### src/rtl/utopia_rx_phy.sv
// UTOPIA L1 Rx PHY cell buffer: byte-wide load side, cell-framed Rx side.
// Optional HEC insertion at cell offset 4 when UTOPIA_RX_PHY_HEC_EN is defined.
module utopia_rx_phy #(
  parameter int CELL_BYTES = 53,
  parameter int NCELLS     = 2
) (
  input  logic       clk,
  input  logic       rst,
  input  logic [7:0] ld_data,
  input  logic       ld_soc,
  input  logic       ld_valid,
  output logic       ld_ready,
  output logic [7:0] Rx_data,
  output logic       Rx_soc,
  input  logic       Rx_en,
  output logic       Rx_clav,
  output logic       err
);

  localparam int TOTAL = NCELLS * CELL_BYTES;
  localparam int AW    = $clog2(TOTAL);
  localparam int OW    = $clog2(CELL_BYTES);
  localparam int CW    = $clog2(NCELLS + 1);
  localparam int SW    = $clog2(TOTAL + 1);
  localparam logic [AW-1:0] LAST_CELL = AW'(TOTAL - CELL_BYTES);
  localparam logic [OW-1:0] LAST_OFF  = OW'(CELL_BYTES - 1);

  typedef enum logic {IDLE, FILL}   wstate_t;
  typedef enum logic {RIDLE, RSEND} rstate_t;

  logic [7:0] mem [TOTAL];

  wstate_t       wstate, wstate_n;
  rstate_t       rstate, rstate_n;
  logic [OW-1:0] wr_off, wr_off_n, rd_off, rd_off_n, woff;
  logic [AW-1:0] wcell, wcell_n, rcell, rcell_n, waddr;
  logic [CW-1:0] count, count_n;
  logic [SW-1:0] used;
  logic [7:0]    wdata;
  logic          accept, we, done, dec, err_n, avail;

  // Occupancy counts complete cells (including the one being read) plus the partial cell.
  assign used     = SW'(count) * SW'(CELL_BYTES) + SW'(wr_off);
  assign ld_ready = (used < SW'(TOTAL));
  assign accept   = ld_valid && ld_ready;

`ifdef UTOPIA_RX_PHY_HEC_EN
  logic [7:0] crc, crc_n;

  function automatic logic [7:0] crc8_step(input logic [7:0] c, input logic [7:0] d);
    logic [7:0] r;
    r = c ^ d;
    for (int unsigned i = 0; i < 8; i++) begin
      r = r[7] ? ((r << 1) ^ 8'h07) : (r << 1);
    end
    return r;
  endfunction

  always_comb begin
    crc_n = crc;
    if (we && woff == '0) begin
      crc_n = crc8_step(8'h00, ld_data);
    end else if (we && woff < OW'(4)) begin
      crc_n = crc8_step(crc, ld_data);
    end
  end

  always_ff @(posedge clk or negedge rst) begin
    if (!rst) crc <= '0;
    else      crc <= crc_n;
  end

  assign wdata = (woff == OW'(4)) ? (crc ^ 8'h55) : ld_data;
`else
  assign wdata = ld_data;
`endif

  // Load FSM: a start-of-cell byte always restarts the current slot at offset 0.
  always_comb begin
    wstate_n = wstate;
    wr_off_n = wr_off;
    wcell_n  = wcell;
    woff     = wr_off;
    we       = 1'b0;
    done     = 1'b0;
    err_n    = 1'b0;
    if (accept) begin
      if (ld_soc) begin
        err_n    = (wstate == FILL);
        woff     = '0;
        we       = 1'b1;
        wr_off_n = OW'(1);
        wstate_n = FILL;
      end else if (wstate == IDLE) begin
        err_n = 1'b1;
      end else begin
        we = 1'b1;
        if (wr_off == LAST_OFF) begin
          done     = 1'b1;
          wr_off_n = '0;
          wcell_n  = (wcell == LAST_CELL) ? '0 : wcell + AW'(CELL_BYTES);
          wstate_n = IDLE;
        end else begin
          wr_off_n = wr_off + OW'(1);
        end
      end
    end
  end

  assign waddr = wcell + AW'(woff);

  always_ff @(posedge clk) begin
    if (we) mem[waddr] <= wdata;
  end

  // Read FSM: RIDLE presents byte 0 of the head cell whenever one is complete.
  assign avail   = (rstate == RSEND) || (count != '0);
  assign Rx_data = avail ? mem[rcell + AW'(rd_off)] : '0;
  assign Rx_soc  = (rstate == RIDLE) && (count != '0);

  always_comb begin
    rstate_n = rstate;
    rd_off_n = rd_off;
    rcell_n  = rcell;
    dec      = 1'b0;
    if (!Rx_en && avail) begin
      if (rstate == RIDLE) begin
        rd_off_n = OW'(1);
        rstate_n = RSEND;
      end else if (rd_off == LAST_OFF) begin
        dec      = 1'b1;
        rd_off_n = '0;
        rcell_n  = (rcell == LAST_CELL) ? '0 : rcell + AW'(CELL_BYTES);
        rstate_n = RIDLE;
      end else begin
        rd_off_n = rd_off + OW'(1);
      end
    end
  end

  assign count_n = count + CW'(done) - CW'(dec);

  always_ff @(posedge clk or negedge rst) begin
    if (!rst) begin
      wstate  <= IDLE;
      wr_off  <= '0;
      wcell   <= '0;
      rstate  <= RIDLE;
      rd_off  <= '0;
      rcell   <= '0;
      count   <= '0;
      Rx_clav <= 1'b0;
      err     <= 1'b0;
    end else begin
      wstate  <= wstate_n;
      wr_off  <= wr_off_n;
      wcell   <= wcell_n;
      rstate  <= rstate_n;
      rd_off  <= rd_off_n;
      rcell   <= rcell_n;
      count   <= count_n;
      Rx_clav <= (count_n != '0);
      err     <= err_n;
    end
  end

endmodule

### config.mk
export PLATFORM = sky130hd
export DESIGN_NAME = utopia_rx_phy
export DESIGN_NICKNAME = d
export VERILOG_FILES = /design/src/rtl/utopia_rx_phy.sv
export SDC_FILE = /design/constraint.sdc
export NUM_CORES = 1
export LEC_CHECK = 0
export BUFFER_PORTS_ARGS = -buffer_cell sky130_fd_sc_hd__buf_2
export CAP_MARGIN = 15
export CORE_MARGIN = 5
export CORE_UTILIZATION = 30
export CTS_BUF_LIST = sky130_fd_sc_hd__clkbuf_4 sky130_fd_sc_hd__clkbuf_8
export CTS_CLUSTER_SIZE = 25
export DETAILED_ROUTE_END_ITERATION = 10
export SYNTH_ARGS = -nofsm -noshare
export SYNTH_HDL_FRONTEND = slang
export SYNTH_SLANG_ARGS = --single-unit
export TNS_END_PERCENT = 20
### constraint.sdc
create_clock -name clk -period 4.85 [get_ports clk]
set_input_delay 0.2425 -clock clk [delete_from_list [all_inputs] [get_ports clk]]
set_output_delay 0.2425 -clock clk [all_outputs]
set_load 0.005 [all_outputs]
==> key figures, run 1 <==
Logic synthesis
  • Register area share after synthesis: 0.732
  • Most used flip-flop cell after synthesis: edfxtp_1
  • Syn Area/Cell: 19.3 um2
  • Async SR Flop Fraction: 0.0364
  • Main combinational cell family by area after synthesis: multiplexers
  • Share of synthesized cell area in and, or, nand and nor gates: 0.0447
  • Library cells used by synthesis: 71
  • Adder-cell share of the synthesized area: 0.0144
  • Cell area after synthesis: 35900 um2
  • Synth Register Bits: 880
  • Compound-Gate Fraction of Synth Area: 0.0342
  • Syn_nets: 1908
  • Synth warnings: 0
  • Post-Syn Instances: 1856
  • Mux share of post-synthesis cell area: 0.154
  • Post-synth EDFFs: 848
  • Post-Synth XOR/XNOR Area: 0.00533

Min path
  • Hold_sp: ld_data[0]
  • Hold Crit Class: input port to flop
  • Worst Hold Path Cells: 1

Global route
  • Initial antenna violation count: 4
  • Gr usage total: 0.141
  • Vias in the first global route: 19900
  • Global-route wire length before repair: 132000 um
  • Largest net degree at the start of global routing: 81
  • GR Overflow Total: 0

STA
  • Setup-failing EPs final: 0
  • Worst setup margin: 0.0339 ns
  • Slew @ Worst Pin: 1.01 ns
  • Worst Skew: 0.0562 ns
  • Final hold vios: 0
  • Rel. slew slack: 0.328
  • Final Max Tran Viols: 0
  • Final worst path period need: 4.82 ns
  • FMAX: 208 MHz
  • RSZ-0062 raised after global routing: true
  • Final period utilization: 0.993

Worst setup path
  • Critical Path RT: 4.61 ns
  • CP Capture Type: output port
  • Worst Setup SP: rd_off[1]
  • Crit path max fanout: 67
  • Reg2reg start: count[1]
  • Element type at the critical path start: flop
  • Worst R2R Setup Slack: 0.19 ns
  • R2R cell count: 23
  • CP Class: flop to output port
  • Critical Path AT: 4.57 ns

Final layout
  • Non-filler cells, final: 3868
  • FILL cells: 10900
  • Synthesis-to-layout area growth: 18.8%
  • Area of the multi-input gates: 9350 um2
  • Nets: 2206
  • Fraction of layout cells with a size suffix above 1: 0.330
  • Finished Core Util: 0.360
  • Storage element area: 26300 um2

Placement
  • Placed cells: 3587
  • PortBufs: 24
  • HPWL Detailed: 55900 um
  • RePlAce Congestion: 0.833
  • Setup WS pre-CTS: -0.0579 ns

Clock tree
  • # H-tree levels: 4
  • Clock transition at path regs: 0.06 ns
  • Total CTS buffers: 145
  • CTS Sinks: 880
  • Worst skew pair latency: 0.81 ns
  • CTS root buf: clkbuf_8
  • Bufs on Longest Clock Path: 3
  • TritonCTS clock tree: yes

Power and ir drop
  • Overall power: 17.9 mW
  • Maximum vdd drop: 0.174 mV
  • PD cells: 419 nW/um2
  • P_leak: 14.3 nW

Die
  • Die X: 356 um
  • Die Area: 127000 um2
  • Row cnt: 126
  • Initial core utilization: 0.303
  • Die Span Y: 356 um
  • Core Region: 118000 um2
  • # IOs: 25

Detailed routing
  • DR vias: 19000
  • Via density: 4.91
  • Wire per inst: 23.2 um
  • Antenna-violating nets left: 0
  • First drt pass iteration count: 5
  • 1st-iter DRT viols: 1728
  • Drt drc: 0
  • Total Wirelength: 89700 um

Job
  • Maximum capacitance violations: 0

Run status
  • Outcome: complete, no violations
path summary, 6_finish.rpt:
path | end
hold / removal | mem[82][0]
max in group asynchronous | count[1]
setup / recovery | Rx_data[4]
hold reg to reg | wr_off[5]
min in group asynchronous | wr_off[3]
setup reg to reg | mem[90][4]
worst max-delay path, cell delays in order (launching register included):
cell and delay (ns):
dfrtp_1 0.47, ha_1 0.36, a211oi_4 0.40, or2_0 0.17, buf_4 0.24, nand2_8 0.38
mux2i_1 0.33, a22o_1 0.28, a2111oi_2 0.56, a2111o_1 0.33, buf_2 0.18
layer usage:
layer | track usage | vias up | part of all wire
met2 | 0.230 | 780 | 0.49
met4 | 0.0486 | 0 | 0.028
met5 | 0 | - | 0
met1 | 0.180 | 9814 | 0.40
li1 | - | 8213 | -
met3 | 0.0427 | 167 | 0.086
timing repair:
| action | CTS | global route |
|---|---|---|
| pin swaps | 3 | 5 |
| hold buffers | 8 | 0 |
| gates resized for setup | 21 | 68 |
| cloned | 0 | 0 |
| hold endpoints to repair | 190 | 0 |
| buffers inserted | 7 | 5 |
| setup endpoints to repair | 412 | 856 |
layout make-up:
| class | instances | share of cell area |
|---|---|---|
| clock buffers | 189 | 0.0547 |
| clock inverters | 71 | 0.0119 |
| repair buffers | 241 | 0.0489 |
| flip-flops and latches | 880 | 0.616 |
| inverters | 25 | 0.00220 |
| diodes | 1 | 0.0000587 |
| well taps | 1600 | 0.0469 |
| multi-input cells | 861 | 0.219 |
placed cells by master, fill, tap and decap left out, types with 11 or more instances in the layout:
cell / n
a21oi_1: 15
a22o_1: 15
a31oi_1: 11
and3_1: 17
buf_12: 15
buf_2: 16
buf_4: 178
buf_6: 22
clkbuf_4: 43
clkbuf_8: 146
clkinv_1: 36
clkinv_2: 16
dfrtp_1: 31
edfxtp_1: 848
ha_1: 33
inv_1: 25
mux2_2: 13
mux2i_1: 67
mux4_2: 208
nand2_1: 75
nand3_1: 40
nor2_1: 124
nor2_2: 18
nor2b_1: 16
o21ai_0: 29
sequential cells by signal (all words and copies together), names as in the netlist:
register / flops
count: 2
Rx_clav: 1
mem: 848
wcell: 7
wr_off: 6
wstate: 1
rstate: 1
rcell: 7
err: 1
rd_off: 6
cells in the mapped netlist, types with 7 or more instances:
cell | n | share of area
edfxtp_1 | 848 | 0.71
mux4_2 | 208 | 0.13
nor2_1 | 144 | 0.015
nand2_1 | 80 | 0.0084
mux2i_1 | 69 | 0.019
nand3_1 | 42 | 0.0059
ha_1 | 35 | 0.012
clkbuf_1 | 33 | 0.0035
dfrtp_1 | 32 | 0.022
o21ai_0 | 31 | 0.0043
buf_2 | 28 | 0.0039
inv_1 | 25 | 0.0026
and3_1 | 19 | 0.0033
a21oi_1 | 18 | 0.0025
buf_4 | 16 | 0.0033
nor2b_1 | 16 | 0.0028
a22o_1 | 15 | 0.0037
mux2_2 | 13 | 0.0041
xnor2_1 | 13 | 0.0032
a211oi_1 | 12 | 0.0025
a31oi_1 | 12 | 0.0021
nor3_1 | 11 | 0.0015
a2111o_1 | 8 | 0.0025
a21o_1 | 8 | 0.0017
buf_1 | 8 | 0.00084
o31ai_1 | 8 | 0.0017
a2111oi_0 | 7 | 0.0017
nand4_1 | 7 | 0.0012
xor2_1 | 7 | 0.0017
per-stage QoR:
step	setup TNS, ns	hold WS [ns]	instance area (um2)
2_1_floorplan	-32.85	-0.0531	35900
3_3_place_gp	0	0.341	39200
3_5_place_dp	-6.57	0.359	39200
4_1_cts	-4.75	0.00693	42300
5_1_grt	-0.828	0.0303	42600
6_report	0	0.0473	42600
kinds of logic after synthesis:
kind of cell               count (synthesis)
DFF                                      880
and+or+nand+nor                          349
muxes                                    290
AOI/OAI and AO/OA                        162
buffers and inverters                    115
adders and majority gates                 39
xor gates and xnor gates                  21
power by group:
| group | internal, mW | switching (mW) |
|---|---|---|
| clock network | 3.35 | 2.99 |
| registers | 8.37 | 0.0259 |
| logic | 1.29 | 1.84 |
No activity file was read; power rests on OpenSTA's default activity.
==> inputs of run 2 (changes only) <==
--- a/config.mk
+++ b/config.mk
@@ -5,13 +5,13 @@
 export SDC_FILE = /design/constraint.sdc
 export NUM_CORES = 1
 export LEC_CHECK = 0
-export BUFFER_PORTS_ARGS = -buffer_cell sky130_fd_sc_hd__buf_2
 export CAP_MARGIN = 15
-export CORE_MARGIN = 5
+export CORE_MARGIN = 2
 export CORE_UTILIZATION = 30
 export CTS_BUF_LIST = sky130_fd_sc_hd__clkbuf_4 sky130_fd_sc_hd__clkbuf_8
 export CTS_CLUSTER_SIZE = 25
 export DETAILED_ROUTE_END_ITERATION = 10
+export DONT_BUFFER_PORTS = 1
 export SYNTH_ARGS = -nofsm -noshare
 export SYNTH_HDL_FRONTEND = slang
 export SYNTH_SLANG_ARGS = --single-unit
==> key figures, run 2 (same netlist as run 1, synthesis figures left out) <==
Power and ir drop
  • PD cells: 418 nW/um2 (was 419 nW/um2)
  • P_leak: 14.3 nW (about the same)
  • Clock Power Share: 0.360 (was 0.355)
  • Sequential Power Share: 0.471 (was 0.470)
  • Maximum vdd drop: 0.186 mV (was 0.174 mV)
  • Overall power: 17.8 mW (was 17.9 mW)
  • Comb power frac: 0.170 (was 0.175)
  • Pint: 13.0 mW (about the same)
  • Switching share of total power: 0.269 (was 0.272)
  • Switching component of the power: 4.80 mW (was 4.85 mW)

Clock tree
  • Worst skew pair latency: 0.81 ns (about the same)
  • Total CTS buffers: 144 (was 145)
  • # H-tree levels: 4 (unchanged)
  • Bufs on Longest Clock Path: 3 (unchanged)
  • CTS Sinks: 880 (unchanged)
  • TritonCTS clock tree: yes (unchanged)
  • Clock transition at path regs: 0.06 ns (about the same)
  • CTS root buf: clkbuf_8 (unchanged)

Global route
  • GR Overflow Total: 0 (unchanged)
  • Global-route wire length before repair: 130000 um (was 132000 um)
  • Initial antenna violation count: 2 (was 4)
  • Gr usage total: 0.144 (was 0.141)
  • Largest net degree at the start of global routing: 107 (was 81)
  • Vias in the first global route: 19500 (was 19900)

Detailed routing
  • Wire per inst: 22.9 um (was 23.2 um)
  • Antenna-violating nets left: 0 (unchanged)
  • DR vias: 18900 (was 19000)
  • Drt drc: 0 (unchanged)
  • 1st-iter DRT viols: 1911 (was 1728)
  • Total Wirelength: 88300 um (was 89700 um)
  • Via density: 4.92 (was 4.91)
  • First drt pass iteration count: 5 (unchanged)

Worst setup path
  • CP Capture Type: flop (was output port)
  • Critical Path AT: 5.21 ns (was 4.57 ns)
  • R2R cell count: 23 (unchanged)
  • Critical Path RT: 5.34 ns (was 4.61 ns)
  • Crit path max fanout: 11 (was 67)
  • Reg2reg start: count[1] (unchanged)
  • Worst setup endpoint: mem[91][7] (was Rx_data[4])
  • Worst R2R Setup Slack: 0.13 ns (was 0.19 ns)
  • CP max-delay cell: dfrtp_2 (was a2111oi_2)
  • Element type at the critical path start: flop (unchanged)
  • R2r endpoint: mem[91][7] (was mem[90][4])
  • Worst Setup SP: count[1] (was rd_off[1])
  • Slowest Stage Delay on Critical Path: 0.44 ns (was 0.56 ns)
  • CP Class: flop to flop (was flop to output port)
  • Crit-path cells: ha_1 > ha_1 > inv_1 > fa_2 > nor2b_1 > o21a_1 > or3_1 > o211a_1 > nand2_2 > buf_6 > nand3_2 > and2_4 > ha_1 > buf_4 > a21oi_2 > o21bai_1 > a21oi_2 > xor2_1 > buf_4 > nand4_1 > buf_6 > nor2_1 > buf_4 (was ha_1 > a211oi_4 > or2_0 > buf_4 > nand2_8 > mux2i_1 > a22o_1 > a2111oi_2 > a2111o_1 > buf_2)

STA
  • Fin Hold WS: 0.223 ns (was 0.0473 ns)
  • Final Max Tran Viols: 0 (unchanged)
  • Rel. slew slack: 0.448 (was 0.328)
  • Worst setup margin: 0.130 ns (was 0.0339 ns)
  • Setup TNS: 0 ns (unchanged)
  • Final hold vios: 0 (unchanged)
  • Worst Skew: 0.0330 ns (was 0.0562 ns)
  • RSZ-0062 raised after global routing: true (unchanged)
  • Final worst path period need: 4.72 ns (was 4.82 ns)
  • Final period utilization: 0.973 (was 0.993)
  • Slew @ Worst Pin: 0.825 ns (was 1.01 ns)
  • FMAX: 212 MHz (was 208 MHz)
  • Setup-failing EPs final: 0 (unchanged)

Placement
  • Setup WS pre-CTS: -0.133 ns (was -0.0579 ns)
  • RePlAce Congestion: 0.864 (was 0.833)
  • Placed inst area: 39100 um2 (was 39200 um2)
  • HPWL Detailed: 53500 um (was 55900 um)
  • PortBufs: 0 (was 24)
  • Placed cells: 3563 (was 3587)

Final layout
  • Largest register FFs: 848 (unchanged)
  • FILL cells: 10900 (about the same)
  • Commonest non-fill, non-tap cells in the layout: edfxtp_1 (848), mux4_2 (208), buf_4 (167) (was edfxtp_1 (848), mux4_2 (208), buf_4 (178))
  • Most flop-heavy register: mem (unchanged)
  • Synthesis-to-layout area growth: 18.9% (was 18.8%)
  • Fraction of layout cells with a size suffix above 1: 0.322 (was 0.330)
  • Largest registers: mem (848), rcell (7), wcell (7) (unchanged)
  • Commonest non-fill, non-tap cell in the layout: edfxtp_1 (unchanged)
  • Nets: 2189 (was 2206)
  • Finished Core Util: 0.360 (about the same)
  • Final instance area: 42700 um2 (was 42600 um2)
  • Non-filler cells, final: 3853 (was 3868)

Run status
  • Outcome: complete, no violations (unchanged)

Die
  • # IOs: 25 (unchanged)
  • Initial core utilization: 0.303 (unchanged)
  • Die Area: 122000 um2 (was 127000 um2)
  • Die X: 350 um (was 356 um)
  • Core Region: 118000 um2 (unchanged)
  • Row cnt: 126 (unchanged)
  • Die Span Y: 350 um (was 356 um)

Min path
  • Hold Crit Class: input port to flop (unchanged)

Job
  • Maximum capacitance violations: 0 (unchanged)
run 2: power groups by stage:
stage	clock [mW]	combinational, mW	sequential, mW
final	6.42	3.03	8.40
after global routing	6.91	3.21	8.40
after CTS	6.58	3.05	8.40
after detailed placement	0	2.85	8.55
after global placement	0	2.82	8.55
after floorplan	0	1.84	8.55
run 2: repair_timing:
item	CTS	global route
buffers inserted	3	1
pin swaps	3	3
gates resized for setup	12	59
endpoints found under the hold margin	909	0
endpoints found under the setup margin	398	851
hold buffers	24	0
run 2: worst max-delay path, delay by kind of cell, from the launching register on:
kind | cells | cell delay (ns)
DFF | 1 | 0.44
and+or+nand+nor | 7 | 0.99
xor gates and xnor gates | 1 | 0.17
AOI/OAI and AO/OA | 5 | 0.82
buffers and inverters | 6 | 0.95
adders and majority gates | 4 | 1.01
run 2: routing by layer:
| layer | vias to the layer above | track usage | part of all wire |
|---|---|---|---|
| met5 | - | 0 | 0.00018 |
| met4 | 2 | 0.0447 | 0.018 |
| met3 | 109 | 0.0332 | 0.064 |
| met2 | 655 | 0.240 | 0.50 |
| met1 | 9991 | 0.188 | 0.42 |
| li1 | 8188 | - | - |
run 2: area by class of cell:
type / count / area, um2 / share of cell area
Antenna cell: 2 / 5.00 / 0.000117
Clock buffer: 189 / 2340 / 0.0550
Clock inverter: 71 / 534 / 0.0125
Inverter: 25 / 93.8 / 0.00220
Multi-Input combinational cell: 861 / 9260 / 0.217
Sequential cell: 880 / 26300 / 0.616
Tap cell: 1600 / 2000 / 0.0469
Timing Repair Buffer: 225 / 2160 / 0.0506
run 2: worst min-delay path by stage:
stage	from	to	slack (ns)	cells after the start
floorplan	rst	Rx_clav	-0.05	0
global placement	rst	err	-0.05	0
detailed placement	rst	err	-0.05	0
CTS	ld_valid	err	0.15	3
global route	ld_valid	err	0.21	3
finish	ld_valid	err	0.22	3
